## src/rtl/mem_port_arbiter_pkg.sv

```systemverilog
// Shared defaults, arbitration mode encoding and small helpers for the
// port-B memory arbiter.
package mem_port_arbiter_pkg;

  localparam int NREQ_DEF   = 3;
  localparam int AW_DEF     = 16;
  localparam int DW_DEF     = 16;
  localparam int RD_LAT_DEF = 1;

  typedef enum logic {
    ARB_RR    = 1'b0,
    ARB_FIXED = 1'b1
  } arb_mode_e;

  // Requester index following idx, wrapping at n.
  function automatic int wrap_inc(input int idx, input int n);
    return ((idx + 1) >= n) ? 0 : (idx + 1);
  endfunction

endpackage

```

## src/rtl/mem_port_arbiter_if.sv

```systemverilog
// Requester-side handshake plus memory port-B signals of the arbiter.
// The slave modport is the arbiter; master is the requesters and the memory.
interface mem_port_arbiter_if
  import mem_port_arbiter_pkg::*;
#(
  parameter int NREQ = NREQ_DEF,
  parameter int AW   = AW_DEF,
  parameter int DW   = DW_DEF
);

  logic               prio_mode;
  logic [NREQ-1:0]    req;
  logic [NREQ-1:0]    we;
  logic [NREQ*AW-1:0] addr;
  logic [NREQ*DW-1:0] wdata;
  logic [NREQ-1:0]    gnt;
  logic [NREQ-1:0]    rvalid;
  logic [DW-1:0]      rdata;
  logic [AW-1:0]      mem_addr;
  logic [DW-1:0]      mem_data;
  logic               mem_wren;
  logic [DW-1:0]      mem_q;
  logic               busy;

  modport master (
    output prio_mode, req, we, addr, wdata, mem_q,
    input  gnt, rvalid, rdata, mem_addr, mem_data, mem_wren, busy
  );

  modport slave (
    input  prio_mode, req, we, addr, wdata, mem_q,
    output gnt, rvalid, rdata, mem_addr, mem_data, mem_wren, busy
  );

endinterface

```

## src/rtl/mem_port_arbiter_rr_pick.sv

```systemverilog
// Combinational round-robin pick: rotate eligible by ptr, keep the lowest
// set bit, rotate back. ptr = 0 gives plain fixed priority.
module mem_port_arbiter_rr_pick #(
  parameter int N  = 3,
  parameter int PW = 2
) (
  input  logic [N-1:0]  eligible_i,
  input  logic [PW-1:0] ptr_i,
  output logic [N-1:0]  win_o,
  output logic          any_o
);

  logic [N-1:0] rot_s;
  logic [N-1:0] first_s;

  assign rot_s   = N'({eligible_i, eligible_i} >> ptr_i);
  assign first_s = rot_s & (~rot_s + {{(N-1){1'b0}}, 1'b1});
  assign win_o   = N'(({first_s, first_s} << ptr_i) >> N);
  assign any_o   = |eligible_i;

endmodule

```

## src/rtl/mem_port_arbiter.sv

```systemverilog
// Shares memory port B among NREQ requesters: one registered access per cycle,
// read data steered back through an RD_LAT-deep one-hot return pipeline.
module mem_port_arbiter
  import mem_port_arbiter_pkg::*;
#(
  parameter int NREQ   = NREQ_DEF,
  parameter int AW     = AW_DEF,
  parameter int DW     = DW_DEF,
  parameter int RD_LAT = RD_LAT_DEF
) (
  input  logic             clk,
  input  logic             reset,
  mem_port_arbiter_if.slave bus
);

  localparam int PW = $clog2(NREQ);

  logic [NREQ-1:0] gnt_q, gnt_d;
  logic [PW-1:0]   ptr_q, ptr_d, pick_ptr_s, sel_ptr_s;
  logic [AW-1:0]   mem_addr_q, mem_addr_d, sel_addr_s;
  logic [DW-1:0]   mem_data_q, mem_data_d, sel_data_s;
  logic            mem_wren_q, mem_wren_d, sel_we_s;
  logic [NREQ-1:0] eligible_s, win_s, issue_s;
  logic            any_s, fixed_s, busy_s;
  logic [NREQ-1:0] pipe_q [RD_LAT];

  // A requester granted last cycle may still show req; it must not win again.
  assign eligible_s = bus.req & ~gnt_q;
  assign fixed_s    = (arb_mode_e'(bus.prio_mode) == ARB_FIXED);
  assign pick_ptr_s = fixed_s ? {PW{1'b0}} : ptr_q;

  mem_port_arbiter_rr_pick #(.N(NREQ), .PW(PW)) u_pick (
    .eligible_i (eligible_s),
    .ptr_i      (pick_ptr_s),
    .win_o      (win_s),
    .any_o      (any_s)
  );

  // Winner's request fields selected by one-hot AND-OR; idle cycles hold address/data.
  always_comb begin
    sel_addr_s = '0;
    sel_data_s = '0;
    sel_we_s   = 1'b0;
    sel_ptr_s  = '0;
    for (int i = 0; i < NREQ; i++) begin
      sel_addr_s = sel_addr_s | ({AW{win_s[i]}} & bus.addr[i*AW +: AW]);
      sel_data_s = sel_data_s | ({DW{win_s[i]}} & bus.wdata[i*DW +: DW]);
      sel_we_s   = sel_we_s | (win_s[i] & bus.we[i]);
      sel_ptr_s  = sel_ptr_s | ({PW{win_s[i]}} & PW'(wrap_inc(i, NREQ)));
    end
    gnt_d      = win_s;
    mem_addr_d = any_s ? sel_addr_s : mem_addr_q;
    mem_data_d = any_s ? sel_data_s : mem_data_q;
    mem_wren_d = any_s & sel_we_s;
    ptr_d      = (any_s && !fixed_s) ? sel_ptr_s : ptr_q;
  end

  // Reads enter the return pipeline in the cycle their grant is visible.
  assign issue_s = mem_wren_q ? {NREQ{1'b0}} : gnt_q;

  // Grant, memory-port and pointer registers plus the read-return pipeline.
  always_ff @(posedge clk or negedge reset) begin
    if (!reset) begin
      gnt_q      <= '0;
      ptr_q      <= '0;
      mem_addr_q <= '0;
      mem_data_q <= '0;
      mem_wren_q <= 1'b0;
      for (int k = 0; k < RD_LAT; k++) begin
        pipe_q[k] <= '0;
      end
    end else begin
      gnt_q      <= gnt_d;
      ptr_q      <= ptr_d;
      mem_addr_q <= mem_addr_d;
      mem_data_q <= mem_data_d;
      mem_wren_q <= mem_wren_d;
      pipe_q[0]  <= issue_s;
      for (int k = 1; k < RD_LAT; k++) begin
        pipe_q[k] <= pipe_q[k-1];
      end
    end
  end

  // Any occupied return stage means a read is still in flight.
  always_comb begin
    busy_s = 1'b0;
    for (int k = 0; k < RD_LAT; k++) begin
      busy_s = busy_s | (|pipe_q[k]);
    end
  end

  assign bus.gnt      = gnt_q;
  assign bus.rvalid   = pipe_q[RD_LAT-1];
  assign bus.rdata    = bus.mem_q;
  assign bus.mem_addr = mem_addr_q;
  assign bus.mem_data = mem_data_q;
  assign bus.mem_wren = mem_wren_q;
  assign bus.busy     = busy_s;

endmodule

```

## src/flat_wrapper.sv

```systemverilog
// flat-port wrapper written by rule: the top's interface ports become plain ports
module mem_port_arbiter_flat import mem_port_arbiter_pkg::*;
#(
  parameter int NREQ   = NREQ_DEF,
  parameter int AW     = AW_DEF,
  parameter int DW     = DW_DEF,
  parameter int RD_LAT = RD_LAT_DEF
)
  (clk, reset, bus_prio_mode, bus_req, bus_we, bus_addr, bus_wdata, bus_mem_q, bus_gnt, bus_rvalid, bus_rdata, bus_mem_addr, bus_mem_data, bus_mem_wren, bus_busy);
  mem_port_arbiter_if #(.NREQ(NREQ), .AW(AW), .DW(DW)) bus_i ();
  input  logic clk;
  input  logic reset;
  input wire logic [$bits(bus_i.prio_mode)-1:0] bus_prio_mode;
  input wire logic [$bits(bus_i.req)-1:0] bus_req;
  input wire logic [$bits(bus_i.we)-1:0] bus_we;
  input wire logic [$bits(bus_i.addr)-1:0] bus_addr;
  input wire logic [$bits(bus_i.wdata)-1:0] bus_wdata;
  input wire logic [$bits(bus_i.mem_q)-1:0] bus_mem_q;
  output wire logic [$bits(bus_i.gnt)-1:0] bus_gnt;
  output wire logic [$bits(bus_i.rvalid)-1:0] bus_rvalid;
  output wire logic [$bits(bus_i.rdata)-1:0] bus_rdata;
  output wire logic [$bits(bus_i.mem_addr)-1:0] bus_mem_addr;
  output wire logic [$bits(bus_i.mem_data)-1:0] bus_mem_data;
  output wire logic [$bits(bus_i.mem_wren)-1:0] bus_mem_wren;
  output wire logic [$bits(bus_i.busy)-1:0] bus_busy;
  assign bus_i.prio_mode = bus_prio_mode;
  assign bus_i.req = bus_req;
  assign bus_i.we = bus_we;
  assign bus_i.addr = bus_addr;
  assign bus_i.wdata = bus_wdata;
  assign bus_i.mem_q = bus_mem_q;
  assign bus_gnt = bus_i.gnt;
  assign bus_rvalid = bus_i.rvalid;
  assign bus_rdata = bus_i.rdata;
  assign bus_mem_addr = bus_i.mem_addr;
  assign bus_mem_data = bus_i.mem_data;
  assign bus_mem_wren = bus_i.mem_wren;
  assign bus_busy = bus_i.busy;
  mem_port_arbiter #(.NREQ(NREQ), .AW(AW), .DW(DW), .RD_LAT(RD_LAT)) u_core (.clk(clk), .reset(reset), .bus(bus_i));
endmodule
```

## config.mk

```make
export PLATFORM = sky130hd
export DESIGN_NAME = mem_port_arbiter_flat
export DESIGN_NICKNAME = d
export VERILOG_FILES = /design/src/rtl/mem_port_arbiter_pkg.sv /design/src/rtl/mem_port_arbiter_if.sv /design/src/rtl/mem_port_arbiter_rr_pick.sv /design/src/rtl/mem_port_arbiter.sv /design/src/flat_wrapper.sv
export SDC_FILE = /design/constraint.sdc
export NUM_CORES = 1
export LEC_CHECK = 0
export CAP_MARGIN = 20
export CORE_MARGIN = 3
export CORE_UTILIZATION = 31
export DETAILED_ROUTE_END_ITERATION = 16
export GPL_TIMING_DRIVEN = 0
export PLACE_DENSITY_LB_ADDON = 0.08
export REMOVE_ABC_BUFFERS = 1
export SLEW_MARGIN = 20
export SYNTH_ARGS = -nofsm -noshare
export SYNTH_HDL_FRONTEND = slang
export SYNTH_SLANG_ARGS = --single-unit
export TNS_END_PERCENT = 100
```

## constraint.sdc

```tcl
create_clock -name clk -period 1.6 [get_ports clk]
set_input_delay 0.4 -clock clk [delete_from_list [all_inputs] [get_ports clk]]
set_output_delay 0.4 -clock clk [all_outputs]
set_load 0.01 [all_outputs]
```

==> results.json <==
{
  "crit_type": "reg2reg",
  "netlist_area_um2": 2380,
  "num_vias": 2447,
  "slowest_stage": "or4_4",
  "fin_cells": 449,
  "avgViaCountPerCell": 5.45,
  "period_share_pct": 112,
  "grt_setup_unrepaired": "yes",
  "hold_class": "in2async",
  "die_w_um": 93.6,
  "multiInputGateArea_um2": 1170,
  "slew_headroom_pct": 64.4,
  "syn_area_per_cell_um2": 11.6,
  "gr-total-overflow": 0,
  "startpoint_type": "flop",
  "required_ns": 1.84,
  "htreeDepth": 2,
  "numPortBuffers": 144,
  "final_layout_size_suffix_gt1_share_pct": 17.1,
  "start_util_pct": 32.4,
  "max_clock_freq_ghz": 0.560,
  "power.density_nw_per_um2": 1070,
  "cp_max_fo": 8,
  "ant_nets": 0,
  "fp.dieH_um": 93.6,
  "final_common_cell": "clkdlybuf4s50_1",
  "grt.total_usage_pct": 22.0,
  "vdd_drop_max_mv": 0.426,
  "placed_cell_area_um2": 3830,
  "clk_pin_slew_ns": 0.09,
  "clock_path_buffers": 2,
  "antenna_cells": 0,
  "report.power.total_mw": 4.53,
  "place_inst": 414,
  "ys_seq_elements": 41,
  "routed_wl_um": 9950,
  "post-route-min-period_ns": 1.78,
  "antenna_found_initial": 0,
  "grt_max_degree": 27,
  "timing.rr.start": "u_core.ptr_q[0]",
  "finalHoldViolations": 0,
  "tightest_slew_ns": 0.533,
  "status": "complete, but fails checks",
  "violations": "negative setup slack",
  "core_area_um2": 7330,
  "skew_ns": 0.00831,
  "endpoint_kind": "flop",
  "ioPinCount": 177,
  "syn_inst": 205,
  "ys_warn_count": 0,
  "critPathArrivalTime_ns": 2.02,
  "seq_area_um2": 1030,
  "drv_slew": 0,
  "p_leak_nw": 1.79,
  "worst_slack_ns": -0.184,
  "drv_cap": 0,
  "dr.first_iter.drc_count": 95,
  "cts_buffers": 5,
  "layout_common_cells": "99 x clkdlybuf4s50_1, 38 x dfrtp_1, 36 x dlygate4sd2_1, 33 x a221o_1",
  "cts_root_buf": "clkbuf_8",
  "first_global_vias": 2637,
  "gp_congestion": 0.738,
  "dp_hpwl_um": 5990,
  "synth.distinct_cells": 27,
  "routedWlPerCell_um": 22.2,
  "rows": 31,
  "ff2ff_path_depth": 5,
  "cts_sinks": 41,
  "cp_cell_sequence": "inv_2 -> or4_4 -> a21oi_4 -> clkbuf_16 -> a221o_1",
  "fillCellCount": 646,
  "insertion_delay_ns": 0.30,
  "layout.nets": 470,
  "setup_viol_count_final": 35,
  "ys_seq_area_share_pct": 43.1,
  "grt_pass1_wl_um": 14600,
  "startpoint": "u_core.ptr_q[0]",
  "cts_tree": "yes",
  "die-area_um2": 8760,
  "drc": 0,
  "dr.pass1.iters": 4,
  "stdcell_area_um2": 4240,
  "area_growth_pct": 78.1,
  "max_stage_delay_ns": 0.59
}
worst paths after layout:
path | end | slack (ns)
max | u_core.bus.mem_data[11] | -0.18
min in group clk | u_core.bus.rvalid[1] | 0.49
max reg2reg | u_core.bus.mem_data[11] | -0.18
min reg2reg | u_core.bus.rvalid[1] | 0.49
max in group asynchronous | u_core.bus.gnt[1] | 1.09
min | u_core.bus.rvalid[1] | 0.02
metal layers:
metal	up-vias	track usage (%)	wire length (µm)
met5	-	0	0
met4	0	3.97	48
met3	4	7.80	901
met2	124	35.8	4680
met1	1189	28.3	4320
li1	1130	-	-
where the power goes:
| group | total, mW | leakage (nW) | switching, mW | internal, mW |
|---|---|---|---|---|
| Sequential | 1.47 | 0.504 | 0.158 | 1.31 |
| Clock | 0.897 | 0.0585 | 0.387 | 0.510 |
| Combinational | 2.16 | 1.23 | 0.995 | 1.17 |
| Total | 4.53 | 1.79 | 1.54 | 2.99 |
critical path, delay by kind of cell, from the launching register on:
family	cells	cell delay [ns]
and+or+nand+nor	1	0.59
AOI/OAI and AO/OA	2	0.43
DFF	1	0.42
buffers and inverters	2	0.28
area by class of cell:
cell class                 count  area share (%)
tap                           99            2.92
inverter                       1          0.0886
multi-input combinational    126            27.6
sequential                    41            24.3
clock inverter                 1           0.709
clock buffer                   7            2.04
timing repair buffer         174            42.3
logic make-up (layout without fill, tap and decap cells):
kind of cell / after synthesis / after routing / share of synthesized area, %
mux: 2 / 2 / 0.947
flops: 41 / 41 / 43.1
buf+inv: 41 / 183 / 11.5
simple gates: 19 / 21 / 5.52
compound gates: 102 / 103 / 38.9
Yosys cell counts:
| cell type | number | area, µm² |
|---|---|---|
| a21oi_2 | 1 | 8.76 |
| nand2b_2 | 1 | 8.76 |
| nand2b_4 | 1 | 13.8 |
| buf_2 | 5 | 25.0 |
| or4_4 | 1 | 11.3 |
| nor2_1 | 4 | 15.0 |
| a221o_1 | 33 | 330 |
| buf_4 | 16 | 120 |
| nand2_1 | 1 | 3.75 |
| inv_2 | 1 | 3.75 |
| nand4bb_1 | 1 | 11.3 |
| mux2_2 | 2 | 22.5 |
| and3_1 | 1 | 6.26 |
| dfrtp_1 | 41 | 1030 |
| a22oi_1 | 1 | 7.51 |
| o2bb2ai_1 | 32 | 280 |
| a21oi_4 | 1 | 16.3 |
| or3_1 | 1 | 6.26 |
| nand2b_1 | 1 | 6.26 |
| a311oi_2 | 1 | 15.0 |
| o211ai_1 | 32 | 240 |
| nor2b_4 | 1 | 13.8 |
| nor2b_1 | 4 | 25.0 |
| clkbuf_1 | 12 | 45.0 |
| nor3_1 | 2 | 10.0 |
| a2111oi_4 | 1 | 27.5 |
| buf_6 | 7 | 78.8 |
sequential cells by signal, indices dropped and copies added, names as in the netlist:
name	flops
u_core.bus.rvalid	3
u_core.bus.mem_wren	1
u_core.bus.mem_data	16
u_core.bus.mem_addr	16
u_core.ptr_q	2
u_core.bus.gnt	3
per-stage QoR:
| stage | utilization (%) | TNS [ns] | hold slack [ns] | setup WS [ns] |
|---|---|---|---|---|
| after global routing | 57.8 | -6.55 | 0.0493 | -0.214 |
| after detailed placement | 52.3 | -44.41 | 0.356 | -1.24 |
| final | 57.8 | -5.24 | 0.0160 | -0.184 |
| after floorplan | - | -41.43 | 0.104 | -1.15 |
| after global placement | 50.1 | -160.36 | 0.482 | -3.12 |
| after CTS | 56.8 | -5.15 | 0.0299 | -0.191 |
what timing repair did:
action | 4_1_cts | 5_1_grt
resized for setup | 52 | 11
gates cloned | 4 | 1
setup buffers | 19 | 3
endpoints found under the setup margin | 71 | 42
hold buffers | 0 | 0
pin swaps | 27 | 2
No activity file was read; power rests on OpenSTA's default activity.
